[src/rtl/dehaze_pkg.sv]
// Shared types and constants for the dehaze frame controller: FSM encoding,
// the haze-weight table and the default transmittance floor.
package dehaze_pkg;

  typedef enum logic [1:0] {
    IDLE  = 2'd0,
    ACCUM = 2'd1,
    LATCH = 2'd2
  } state_t;

  localparam logic [7:0] T0_DEFAULT = 8'd26;

  // Entry i covers frame maxima up to LUT_UPPER[i] (inclusive), above LUT_UPPER[i-1].
  localparam int LUT_N = 10;
  localparam logic [LUT_N-1:0][7:0] LUT_UPPER = {
    8'd255, 8'd240, 8'd230, 8'd220, 8'd210,
    8'd200, 8'd190, 8'd180, 8'd170, 8'd160
  };
  localparam logic [LUT_N-1:0][7:0] LUT_WEIGHT = {
    8'd164, 8'd176, 8'd184, 8'd192, 8'd200,
    8'd208, 8'd224, 8'd240, 8'd255, 8'd0
  };

endpackage

[src/rtl/dehaze_weight_lut.sv]
// Maps a frame's dark-channel maximum to the haze weight (w*256).
// Purely combinational range lookup over the package breakpoints.
module dehaze_weight_lut
  import dehaze_pkg::*;
(
  input  logic [7:0] dark_max,
  output logic [7:0] weight
);

  logic [3:0] idx;

  // Scan from the top entry down so the lowest matching range wins.
  always_comb begin
    // NOTE: defaults before the loop keep every path assigned, so no latch is inferred.
    idx    = '0;
    weight = LUT_WEIGHT[4'(LUT_N-1)];
    for (int i = LUT_N - 1; i >= 0; i--) begin
      idx = 4'(i);
      if (dark_max <= LUT_UPPER[idx]) weight = LUT_WEIGHT[idx];
    end
  end

endmodule

[src/rtl/dehaze_frame_ctrl.sv]
// Per-frame control for the dehaze datapath: tracks the dark-channel maximum,
// publishes atmospheric light and haze weight at frame boundaries, detects loss of video.
module dehaze_frame_ctrl
  import dehaze_pkg::*;
#(
  parameter logic [23:0] TIMEOUT_CYCLES = 24'd16777215,
  parameter logic [7:0]  T0             = T0_DEFAULT
) (
  input  logic       pixelclk,
  input  logic       reset_n,
  input  logic [7:0] i_dark,
  input  logic       i_hsync,
  input  logic       i_vsync,
  input  logic       i_de,
  input  logic       i_cfg_w_manual_en,
  input  logic [7:0] i_cfg_w_manual,
  input  logic       i_cfg_freeze,
  output logic [7:0] o_dark_max,
  output logic [7:0] o_weight,
  output logic [7:0] o_t_floor,
  output logic       o_param_valid,
  output logic       o_frame_done,
  output logic       o_timeout,
  output logic [1:0] o_state
);

  state_t      state;
  logic [7:0]  dark_s1;
  logic        de_s1;
  logic        vsync_s1;
  logic        vsync_s1_q;
  logic [7:0]  run_max;
  logic [7:0]  restart_max;
  logic [23:0] tmo_cnt;
  logic        frame_start;
  logic        tmo_hit;
  logic [7:0]  table_weight;
  logic        unused_hsync;

  // Row timing has no bearing on a frame-wide maximum.
  assign unused_hsync = i_hsync;

  assign frame_start = vsync_s1 & ~vsync_s1_q;
  assign tmo_hit     = (tmo_cnt == TIMEOUT_CYCLES - 24'd1);
  assign restart_max = de_s1 ? dark_s1 : 8'd0;
  assign o_t_floor   = T0;
  assign o_state     = state;

  dehaze_weight_lut u_weight_lut (
    .dark_max (run_max),
    .weight   (table_weight)
  );

  always_ff @(posedge pixelclk or negedge reset_n) begin
    if (!reset_n) begin
      dark_s1    <= '0;
      de_s1      <= 1'b0;
      vsync_s1   <= 1'b0;
      vsync_s1_q <= 1'b0;
    end else begin
      // NOTE: non-blocking so vsync_s1_q captures the pre-edge vsync_s1, giving a clean edge detect.
      dark_s1    <= i_dark;
      de_s1      <= i_de;
      vsync_s1   <= i_vsync;
      vsync_s1_q <= vsync_s1;
    end
  end

  always_ff @(posedge pixelclk or negedge reset_n) begin
    if (!reset_n) begin
      state         <= IDLE;
      run_max       <= '0;
      tmo_cnt       <= '0;
      o_dark_max    <= '0;
      o_weight      <= '0;
      o_param_valid <= 1'b0;
      o_frame_done  <= 1'b0;
      o_timeout     <= 1'b0;
    end else begin
      o_frame_done <= 1'b0;
      o_timeout    <= 1'b0;

      if (state != IDLE && de_s1 && dark_s1 > run_max) run_max <= dark_s1;

      unique case (state)
        IDLE: begin
          if (frame_start) begin
            state   <= ACCUM;
            run_max <= restart_max;
            tmo_cnt <= '0;
          end
        end
        ACCUM: begin
          if (frame_start) begin
            // Publish on the edge that opens LATCH; config is sampled here only.
            state        <= LATCH;
            run_max      <= restart_max;
            tmo_cnt      <= '0;
            o_frame_done <= 1'b1;
            if (!i_cfg_freeze) begin
              o_dark_max    <= run_max;
              o_weight      <= i_cfg_w_manual_en ? i_cfg_w_manual : table_weight;
              o_param_valid <= 1'b1;
            end
          end else if (tmo_hit) begin
            state         <= IDLE;
            tmo_cnt       <= '0;
            o_timeout     <= 1'b1;
            o_param_valid <= 1'b0;
          end else begin
            tmo_cnt <= tmo_cnt + 24'd1;
          end
        end
        LATCH:   state <= ACCUM;
        default: state <= IDLE;
      endcase
    end
  end

endmodule

[config.mk]
export PLATFORM = sky130hd
export DESIGN_NAME = dehaze_frame_ctrl
export DESIGN_NICKNAME = d
export VERILOG_FILES = /design/src/rtl/dehaze_pkg.sv /design/src/rtl/dehaze_weight_lut.sv /design/src/rtl/dehaze_frame_ctrl.sv
export SDC_FILE = /design/constraint.sdc
export NUM_CORES = 1
export LEC_CHECK = 0
export CAP_MARGIN = 20
export CORE_MARGIN = 8
export CORE_UTILIZATION = 54
export CTS_BUF_LIST = sky130_fd_sc_hd__clkbuf_16
export CTS_CLUSTER_SIZE = 16
export DETAILED_ROUTE_END_ITERATION = 16
export GPL_TIMING_DRIVEN = 0
export MAX_ROUTING_LAYER = met4
export PLACE_DENSITY_LB_ADDON = 0.25
export SLEW_MARGIN = 10
export SYNTH_ARGS = -nofsm -noshare
export SYNTH_HDL_FRONTEND = slang
export SYNTH_SLANG_ARGS = --single-unit
export TNS_END_PERCENT = 50
[constraint.sdc]
create_clock -name pixelclk -period 2.43 [get_ports pixelclk]
set_input_delay 0.6075 -clock pixelclk [delete_from_list [all_inputs] [get_ports pixelclk]]
set_output_delay 0.6075 -clock pixelclk [all_outputs]
set_load 0.005 [all_outputs]
==> run_results.csv <==
group,metric,value,unit
status,outcome,"finished clean",
sta,finalSetupViolations,0,
global_route,antenna_found_initial,0,
logic_synthesis,synth-simple-area-share,0.202,
logic_synthesis,ys_seq_area_frac,0.477,
final_layout,area_growth,24.1,%
global_route,grtUsageTotal,0.177,
sta,slew-limit-headroom,0.486,
clock_tree,clock_latency,0.33,ns
drt,avgRoutedWirePerCell,15.5,µm
sta,min_period_over_period,0.936,
logic_synthesis,synth_area_per_cell,10.0,µm²
power_and_ir_drop,peakVddDrop,0.000731,V
logic_synthesis,synth_cell_type_count,56,
critical_path,cp_data_required_time,2.64,ns
floorplan,initial_core_util,0.564,
floorplan,coreArea,0.00596,mm²
drt,drc_errors,0,
sta,rsz0062_at_grt,"false",
floorplan,dieHeight,94.9,µm
logic_synthesis,synthAdderAreaFrac,0.0372,
logic_synthesis,synthMuxAreaShare,0.0570,
sta,fin_crit,2.28,ns
logic_synthesis,synth-edff-count,0,
critical_path,cpMaxStageDelayCell,"o21ai_2",
sta,hold_violations,0,
final_layout,fin_nets,425,
sta,hold_slack,0.367,ns
critical_path,slowest_delay,0.51,ns
global_route,grt_pass1_wl,12.2,mm
floorplan,die_w,94.9,µm
critical_path,crit_arrival,2.48,ns
logic_synthesis,synthFlopType,"dfrtp_1",
critical_path,crit_end,"run_max[0]",
clock_tree,cts_max_path_buffers,2,
drt,dr.pass1.iters,5,
place,dpl.hpwl,5.18,mm
clock_tree,root_buffer,"clkbuf_16",
final_layout,final_cell_mix,"64 x dfrtp_1, 40 x clkdlybuf4s50_1, 38 x nand2_1, 36 x nor2_1, 20 x o21ai_0",
sta,final.setup.worst_slack,0.155,ns
drt,first_iter_violations,155,
drt,avgViaCountPerCell,5.62,
floorplan,ios,52,
clock_tree,cts_buffers,9,
clock_tree,cts_sinks,64,
floorplan,rows,28,
hold_path,hp-class,"in2async",
place,io_buffer_count,41,
logic_synthesis,synth-async-reset-ratio,1.00,
critical_path,r2r_slack,0.15,ns
floorplan,dieArea,0.00900,mm²
power_and_ir_drop,p_per_area,1020,mW/mm²
place,dp_slack,0.153,ns
clock_tree,clk_pin_slew,0.06,ns
clock_tree,cts_tree,"built",
critical_path,startpoint_type,"flop",
final_layout,antenna_cells,0,
drt,wirelength,7.32,mm
critical_path,crit_start,"run_max[1]",
global_route,grt_pass1_vias,2539,
sta,clock.fmax,440,MHz
critical_path,worstSetupPathType,"reg2reg",
logic_synthesis,netlist_area,0.00336,mm²
critical_path,reg2reg_to,"run_max[0]",
critical_path,end_kind,"flop",
final_layout,final_cell_count_no_fill,472,
critical_path,rr_worst_depth,7,
sta,tightest_slew,0.770,ns
place,gp_congestion,0.878,
logic_synthesis,ys_warn_count,0,
logic_synthesis,synth_xor_area_frac,0.0391,
clock_tree,htreeDepth,3,
drt,vias,2654,
sta,fin_skew,0.00690,ns
logic_synthesis,synth-seq-cells,64,
power_and_ir_drop,total_leakage_power,1.90,nW
critical_path,r2r_start,"run_max[1]",
critical_path,cp_cell_sequence,"inv_1, ha_1, nor2b_1, o211ai_1, a21oi_1, o21ai_2, mux2_2",
logic_synthesis,synth_compound_area_frac,0.135,
final_layout,layout_commonest_cell,"dfrtp_1",
drt,ant_nets,0,
global_route,grt_max_degree,65,
logic_synthesis,syn_inst,335,
run,cap_viol_max_count,0,
logic_synthesis,synth_top_family_by_area,"simple AND/OR/NAND/NOR gates",
sta,maxSlewViolCount,0,
global_route,grt_overflow,0,
final_layout,drive_gt1_frac,0.139,
sta,fin_tns_setup,0,ns
critical_path,crit_fanout,8,
place,dp_cells,457,
-- synth_stat cells, drive strengths merged (2+ instances only) --
cell     count  area (µm²)
nand2       38         143
a21o         2        15.0
xnor2        2        17.5
a31oi        9        56.3
nor3         5        47.5
xor2        13         114
inv         13        48.8
nand4       13        93.8
or3          2        12.5
nor4         5        61.3
mux2         9         101
and3         4        25.0
a21oi       14        81.3
mux2i        9        90.1
conb         2        7.51
buf         15         103
nor2        37         146
o2111ai      2        17.5
o21ai       21         109
ha          10         125
nand3       12        60.1
clkbuf       5        20.0
nor2b        4        25.0
a211o        3        26.3
or2          2        12.5
dfrtp       64        1600
o21a         2        15.0
-- kinds of logic after synthesis --
| family | Yosys count |
|---|---|
| AOI/OAI and AO/OA | 66 |
| xor gates and xnor gates | 15 |
| adders and majority gates | 10 |
| buffers and inverters | 33 |
| DFF | 64 |
| muxes | 18 |
| other | 2 |
| and+or+nand+nor | 127 |
-- final cells by class --
cell class,count,area [µm²]
clock inverter,7,63.8
tap,75,93.8
clock buffer,9,225
buffer,19,119
sequential,64,1600
fill,443,1790
timing repair buffer,41,408
inverter,13,48.8
multi-input combinational,244,1610
-- through the flow --
stage          cell area, µm²  utilization  power (mW)
4_1_cts                  4170        0.701        4.26
3_3_place_gp             3890        0.653        2.96
3_5_place_dp             3880        0.652        3.00
6_report                 4170        0.700        4.24
5_1_grt                  4170        0.700        4.50
2_1_floorplan            3380            -        2.40
-- power by group --
group	total, mW	switching (mW)	leakage, nW	internal (mW)
clock network	1.24	0.459	0.144	0.783
logic	1.46	0.751	0.941	0.711
registers	1.53	0.226	0.810	1.31
total	4.24	1.44	1.90	2.80
-- layer usage --
metal  vias up  share of wire  GRT usage
li1       1295              -          -
met1      1243           0.45      0.224
met2       101           0.45      0.264
met3        15          0.074     0.0397
met4         0          0.018     0.0819
met5         -              0          -
-- critical path: cells and delay by family (launching register included) --
| family | cells | cell delay (ns) |
|---|---|---|
| adder cells (fa/ha/maj) | 1 | 0.30 |
| flip-flops | 1 | 0.47 |
| AO/OA/AOI/OAI | 3 | 0.76 |
| AND/OR/NAND/NOR | 1 | 0.13 |
| multiplexers | 1 | 0.39 |
| buffers and inverters | 1 | 0.11 |
-- sequential cells by signal (all words and copies together) (netlist names), 2 cells and up --
signal and flops:
o_dark_max 8, tmo_cnt 24, run_max 8, dark_s1 8, o_state 2, o_weight 8
-- worst min path at each step --
stage / slack [ns] / cells past startpoint / to
6_report: 0.37 / 1 / o_dark_max[2]
5_1_grt: 0.44 / 1 / o_dark_max[2]
4_1_cts: 0.39 / 1 / o_dark_max[2]
3_5_place_dp: 0.40 / 0 / vsync_s1_q
3_3_place_gp: 0.40 / 0 / vsync_s1_q
2_1_floorplan: 0.31 / 0 / dark_s1[0]
-- timing repair --
action	CTS	global route
endpoints found under the setup margin	0	1
hold buffers	0	0
buffers inserted	0	0
endpoints found under the hold margin	0	0
resized for setup	0	0
Power figures use the tool's default switching activity.
==> RTL edit 1: new RTL, config.mk and constraints unchanged <==
Put one more register stage on the output `o_timeout`, without a reset. The value now appears one clock later. The other outputs are not delayed to match.
--- a/src/rtl/dehaze_frame_ctrl.sv
+++ b/src/rtl/dehaze_frame_ctrl.sv
@@ -24,4 +24,6 @@
   output logic [1:0] o_state
 );
+
+  logic o_timeout_s0;
 
   state_t      state;
@@ -76,8 +78,8 @@
       o_param_valid <= 1'b0;
       o_frame_done  <= 1'b0;
-      o_timeout     <= 1'b0;
+      o_timeout_s0  <= 1'b0;
     end else begin
       o_frame_done <= 1'b0;
-      o_timeout    <= 1'b0;
+      o_timeout_s0 <= 1'b0;
 
       if (state != IDLE && de_s1 && dark_s1 > run_max) run_max <= dark_s1;
@@ -106,5 +108,5 @@
             state         <= IDLE;
             tmo_cnt       <= '0;
-            o_timeout     <= 1'b1;
+            o_timeout_s0  <= 1'b1;
             o_param_valid <= 1'b0;
           end else begin
@@ -118,4 +120,8 @@
   end
 
+  always_ff @(posedge pixelclk) begin
+    o_timeout <= o_timeout_s0;
+  end
+
 endmodule
 
Behaviour: same outputs for any inputs over 10 cycles, from zero or initial values and one cycle with reset_n low; that may be too few to reach the edited logic, so the function may still have changed.
==> RTL edit 1 against the unedited design <==
Final cell count rose by 0.64%. Worst setup slack improved by 0.0087 ns. Count of clock-buffer cells in the layout did not move. Final area rose by 0.75%. Area after synthesis rose by 0.60%. Largest cell class is now registers. Synthesized cell count rose by 0.30%. Die area rose by 0.50%. Sequential cell count rose by 1. Routed wire length rose by 4.5%. Power rose by 1.2%.
==> RTL edit 1: results (changes against the unedited design) <==
Timing
  – Setup Skew: 0.007090 ns (+0.0001928 ns)
  – Worst-Margin Slew: 0.7983 ns (+0.02797 ns)
  – Fin crit period: 2.266 ns (-0.008740 ns)
  – Hold slack: 0.3391 ns (-0.02759 ns)

Worst setup path
  – Flop2flop setup slack: 0.16 ns
  – Crit Reg-Reg Endpoint: run_max[0]$_DFF_PN0_
  – Worst reg2reg path startpoint: run_max[1]$_DFF_PN0_
  – WP data required: 2.64 ns (about the same)
  – Cell count of the worst reg-to-reg path: 7 (unchanged)
  – CP max FO: 8 (unchanged)

Min path
  – Hold Crit Class: reg -> reg
  – Hold depth: 0
  – Worst hold endpoint: o_timeout$_DFF_P_
  – Worst hold start: o_timeout_s0$_DFF_PN0_

Synth
  – Top post-synthesis cells by area: dfrtp_1, nand2_1, nor2_1, ha_1, xor2_1
  – Async S/R FF share, synth: 98.46% (-1.5 points)
  – Distinct cells, synth: 57 (+1.8%)
  – Post-synth top area share: 47.39% (-0.28 points)
  – Syn_area_per_cell: 10.06 um^2 (+0.30%)
  – Sequential area share after synthesis: 47.98% (+0.31 points)
  – Synth top cells by count: dfrtp_1, nand2_1, nor2_1, o21ai_0
  – Yosys warning count: 0 (unchanged)

GRT
  – First-pass GRT wire length: 12.99 mm (+6.4%)
  – Largest net degree at the start of global routing: 65 (unchanged)
  – Initial antenna violation count: 0 (unchanged)
  – Total track usage: 18.59% (+0.88 points)

Placed design
  – Port Buffers: 41 (unchanged)
  – GPL Wtd Cong: 0.8654 (-1.4%)
  – Post-detail-place hpwl: 5.370 mm (+3.6%)
  – Placed Cells: 460 (+0.66%)

Clocking
  – H-tree depth: 3 (unchanged)
  – Root buffer cell: clkbuf_16
  – Post-CTS Setup Bufs: 0 (unchanged)
  – Clk_lat worst skew: 0.32 ns
  – Max clock buf depth: 2 (unchanged)
  – Clock transition at path regs: 0.06 ns (about the same)
  – TritonCTS buffer count: 9 (unchanged)

Drt
  – Pre-antenna DRT Iters: 4 (-1)
  – DR iter-0 viols: 171 (+10%)
  – Routed vias: 2707 (+2.0%)
  – Vias per std cell: 5.699 (+1.4%)
  – Wirelength, routed: 7.644 mm (+4.5%)

Final layout
  – Final net count: 426 (+0.24%)
  – Fillcell total: 470 (+6.1%)
  – Max FFs per register: 24 (unchanged)
  – Diodes inserted: 0 (unchanged)
  – Biggest register: tmo_cnt
  – Share of layout cells above drive strength 1: 14.07% (+0.22 points)

Run status
  – Status: finished, final reports clean

Pwr
  – Max IR drop VDD: 0.6962 mV (-4.7%)
  – LEAKAGE: 1.906 nW (+0.57%)
[RTL edit 1: layer usage]
layer	part of all wire [%]	wire [um]	track usage (%)
met1	43	3318	21.77
met2	50	3827	30.90
met3	5.2	394	4.173
met4	1.3	103	6.112
met5	0	0	-
[RTL edit 1: worst max path at each step]
stage / cells past startpoint / endpoint / startpoint / slack (ns)
3_3_place_gp: 1 / tmo_cnt[11]$_DFFE_PN0P_ / reset_n / -1.32
3_5_place_dp: 7 / run_max[0]$_DFF_PN0_ / run_max[1]$_DFF_PN0_ / 0.17
5_1_grt: 7 / run_max[0]$_DFF_PN0_ / run_max[1]$_DFF_PN0_ / 0.003
2_1_floorplan: 7 / run_max[0]$_DFF_PN0_ / run_max[5]$_DFF_PN0_ / 0.44
6_report: 7 / run_max[0]$_DFF_PN0_ / run_max[1]$_DFF_PN0_ / 0.16
4_1_cts: 7 / run_max[0]$_DFF_PN0_ / run_max[1]$_DFF_PN0_ / 0.16
[RTL edit 1: worst max-delay path, cell delays in order (launching register included)]
cell and delay (ns):
dfrtp_1 0.48, inv_1 0.11, ha_1 0.29, nor2b_1 0.13, o211ai_1 0.16, a21oi_1 0.11, o21ai_2 0.48, mux2_2 0.39
[RTL edit 1: timing repair]
action / CTS / global route
gates resized for setup: 0 / 0
hold endpoints to repair: 0 / 0
hold buffers: 0 / 0
setup endpoints to repair: 0 / 1
[RTL edit 1: logic make-up (layout without fill, tap and decap cells)]
group	after synthesis	count (layout)	synth area share (%)
simple gates	127	127	20.07
compound gates	66	66	13.40
flops	65	65	47.98
buf+inv	33	89	5.071
mux	18	18	5.665
xor+xnor	15	15	3.888
fa+ha+maj	10	10	3.702
other cells	2	8	0.2222
[RTL edit 1: area by class of cell]
| cell class | instances | area [um^2] | share of cell area [%] |
|---|---|---|---|
| Multi-Input combinational cell | 244 | 1609 | 38.31 |
| Tap cell | 77 | 96.34 | 2.294 |
| Clock buffer | 9 | 225.2 | 5.362 |
| Timing Repair Buffer | 41 | 407.9 | 9.711 |
| Clock inverter | 7 | 72.57 | 1.728 |
| Buffer | 19 | 118.9 | 2.830 |
| Sequential cell | 65 | 1622 | 38.61 |
| Inverter | 13 | 48.80 | 1.162 |
[RTL edit 1: power breakdown]
group / switching, mW / internal [mW] / leakage, nW
combinational: 0.757 / 0.713 / 0.941
sequential: 0.228 / 1.32 / 0.818
clock: 0.473 / 0.793 / 0.147
[RTL edit 1: metrics by stage]
stage                     instance area, um^2  setup slack (ns)  power (mW)
after global routing                     4200          0.002876       4.569
final                                    4200            0.1635       4.287
after CTS                                4204            0.1639       4.319
after detailed placement                 3906            0.1696       3.031
after global placement                   3909            -1.319       2.975
after floorplan                          3402            0.4436       2.416
==> RTL edit 2: new RTL, same flow settings <==
Made on the original files. Change the package constant `LUT_N` from 10 to 12.
--- a/src/rtl/dehaze_pkg.sv
+++ b/src/rtl/dehaze_pkg.sv
@@ -12,5 +12,5 @@
 
   // Entry i covers frame maxima up to LUT_UPPER[i] (inclusive), above LUT_UPPER[i-1].
-  localparam int LUT_N = 10;
+  localparam int LUT_N = 12;
   localparam logic [LUT_N-1:0][7:0] LUT_UPPER = {
     8'd255, 8'd240, 8'd230, 8'd220, 8'd210,
Check against the original RTL: equivalent (Yosys induction, for registers that start in step).
==> RTL edit 2 against the unedited design <==
Power increased by 6.9%. Non-clock buffer count increased by 6. Final area increased by 0.90%. Routed wire length increased by 5.1%. Critical endpoint unchanged. Sequential cell count unchanged. Count of clock-buffer cells in the layout unchanged. Critical path depth increased by 1. First-iteration DRC count increased by 72%. Final cell count increased by 0.42%. Area after synthesis decreased by 1.3%. Worst setup slack improved by 0.11 ns.
==> RTL edit 2: results (changes against the unedited design) <==
Run status
  – Status: finished, final reports clean

Synth
  – Async S/R FF share, synth: 100.0% (unchanged)
  – Adder-Cell Fraction of Synth Area: 3.772% (+0.048 points)
  – Compound-Gate Fraction of Synth Area: 19.16% (+5.7 points)
  – Distinct cells, synth: 54 (-3.6%)
  – Synth top cells by count: dfrtp_1, a21oi_1, nand2_1, a31oi_1, nor2_1
  – Xor and xnor area share after synthesis: 0% (-3.9 points)
  – Top post-synthesis cells by area: dfrtp_1, a21oi_1, a31oi_1, ha_1, nand2_1
  – Mux share of post-synthesis cell area: 5.734% (+0.035 points)
  – Yosys warning count: 0 (unchanged)

Worst setup path
  – Crit path max-delay family: flip-flops
  – Worst path max stage delay: 0.47 ns (-0.04 ns)
  – Flop2flop setup slack: 0.27 ns (+0.11 ns)
  – Cell count of the worst reg-to-reg path: 8 (+1)
  – CP max-delay cell: dfrtp_1

Timing
  – Hold slack: 0.3706 ns (+0.003815 ns)
  – Max-slew headroom: 48.78% (+0.13 points)
  – Fin crit period: 2.161 ns (-0.1139 ns)
  – Setup Skew: 0.004476 ns (-0.002421 ns)

Final layout
  – Share of layout cells above drive strength 1: 13.03% (-0.82 points)
  – Non-clock inverters: 16 (+3)
  – Fillcell total: 475 (+7.2%)
  – Multi-Input Combinational: 237 (-2.9%)
  – Seq area share: 38.07% (-0.34 points)
  – Plain + repair buffers: 66 (+10%)
  – Non-clock buffer area fraction after layout: 13.98% (+1.3 points)
  – Final net count: 427 (+0.47%)
  – Multi-input gate area: 1528 um^2 (-5.1%)
  – Clk tree area frac: 7.971% (+1.0 points)

GRT
  – Met1 Use GR: 23.30% (+0.86 points)
  – Grt met3 use: 4.444% (+0.48 points)
  – GR Util met2: 28.39% (+2.0 points)
  – Vias in the first global route: 2779 (+9.5%)
  – First-pass GRT wire length: 12.92 mm (+5.9%)
  – Total track usage: 18.74% (+1.0 points)

Placed design
  – Port Buffers: 42 (+2.4%)
  – GPL Wtd Cong: 0.8727 (-0.60%)
  – Post-detail-place hpwl: 5.140 mm (-0.81%)

Pwr
  – LEAKAGE: 1.869 nW (-1.4%)
  – Max IR drop VDD: 0.7742 mV (+5.9%)
  – Net Switching: 1.476 mW (+2.7%)
  – Comb pwr: 1.55 mW (+6%)
  – Final Total Pwr: 4.530 mW (+6.9%)

Drt
  – Met2 wire len: 3.595 mm (+8.4%)
  – DR iter-0 viols: 267 (+72%)
  – Wirelength, routed: 7.693 mm (+5.1%)
  – Met3 wire length: 541 um (-0.18%)
  – Met1 wire length: 3.401 mm (+2.3%)
  – Vias per std cell: 5.924 (+5.4%)
## RTL edit 2: cell count changes in the layout (fill, tap and decap cells not counted), sizes merged, moves of 4 or more
cell | before | now
a21oi | 14 | 29
a31oi | 9 | 22
and2 | 0 | 4
and4 | 1 | 6
buf | 16 | 22
nand2 | 38 | 28
nand4 | 13 | 5
nor2 | 37 | 17
o21ai | 21 | 16
or3 | 2 | 6
xor2 | 13 | 0
## RTL edit 2: timing repair
| item | CTS | global route |
|---|---|---|
| endpoints found under the setup margin | 0 | 5 |
| buffers inserted | 0 | 1 |
| endpoints found under the hold margin | 0 | 0 |
## RTL edit 2: metrics by stage
stage | util, % | setup slack, ns | area (um^2) | cells
final | 71.05 | 0.2686 | 4207 | 474
after CTS | 70.71 | 0.08929 | 4187 | 473
after global placement | 65.09 | -1.255 | 3854 | 457
after floorplan | - | 0.4091 | 3339 | 340
after global routing | 71.05 | 0.1734 | 4207 | 474
after detailed placement | 65.05 | 0.1253 | 3851 | 457
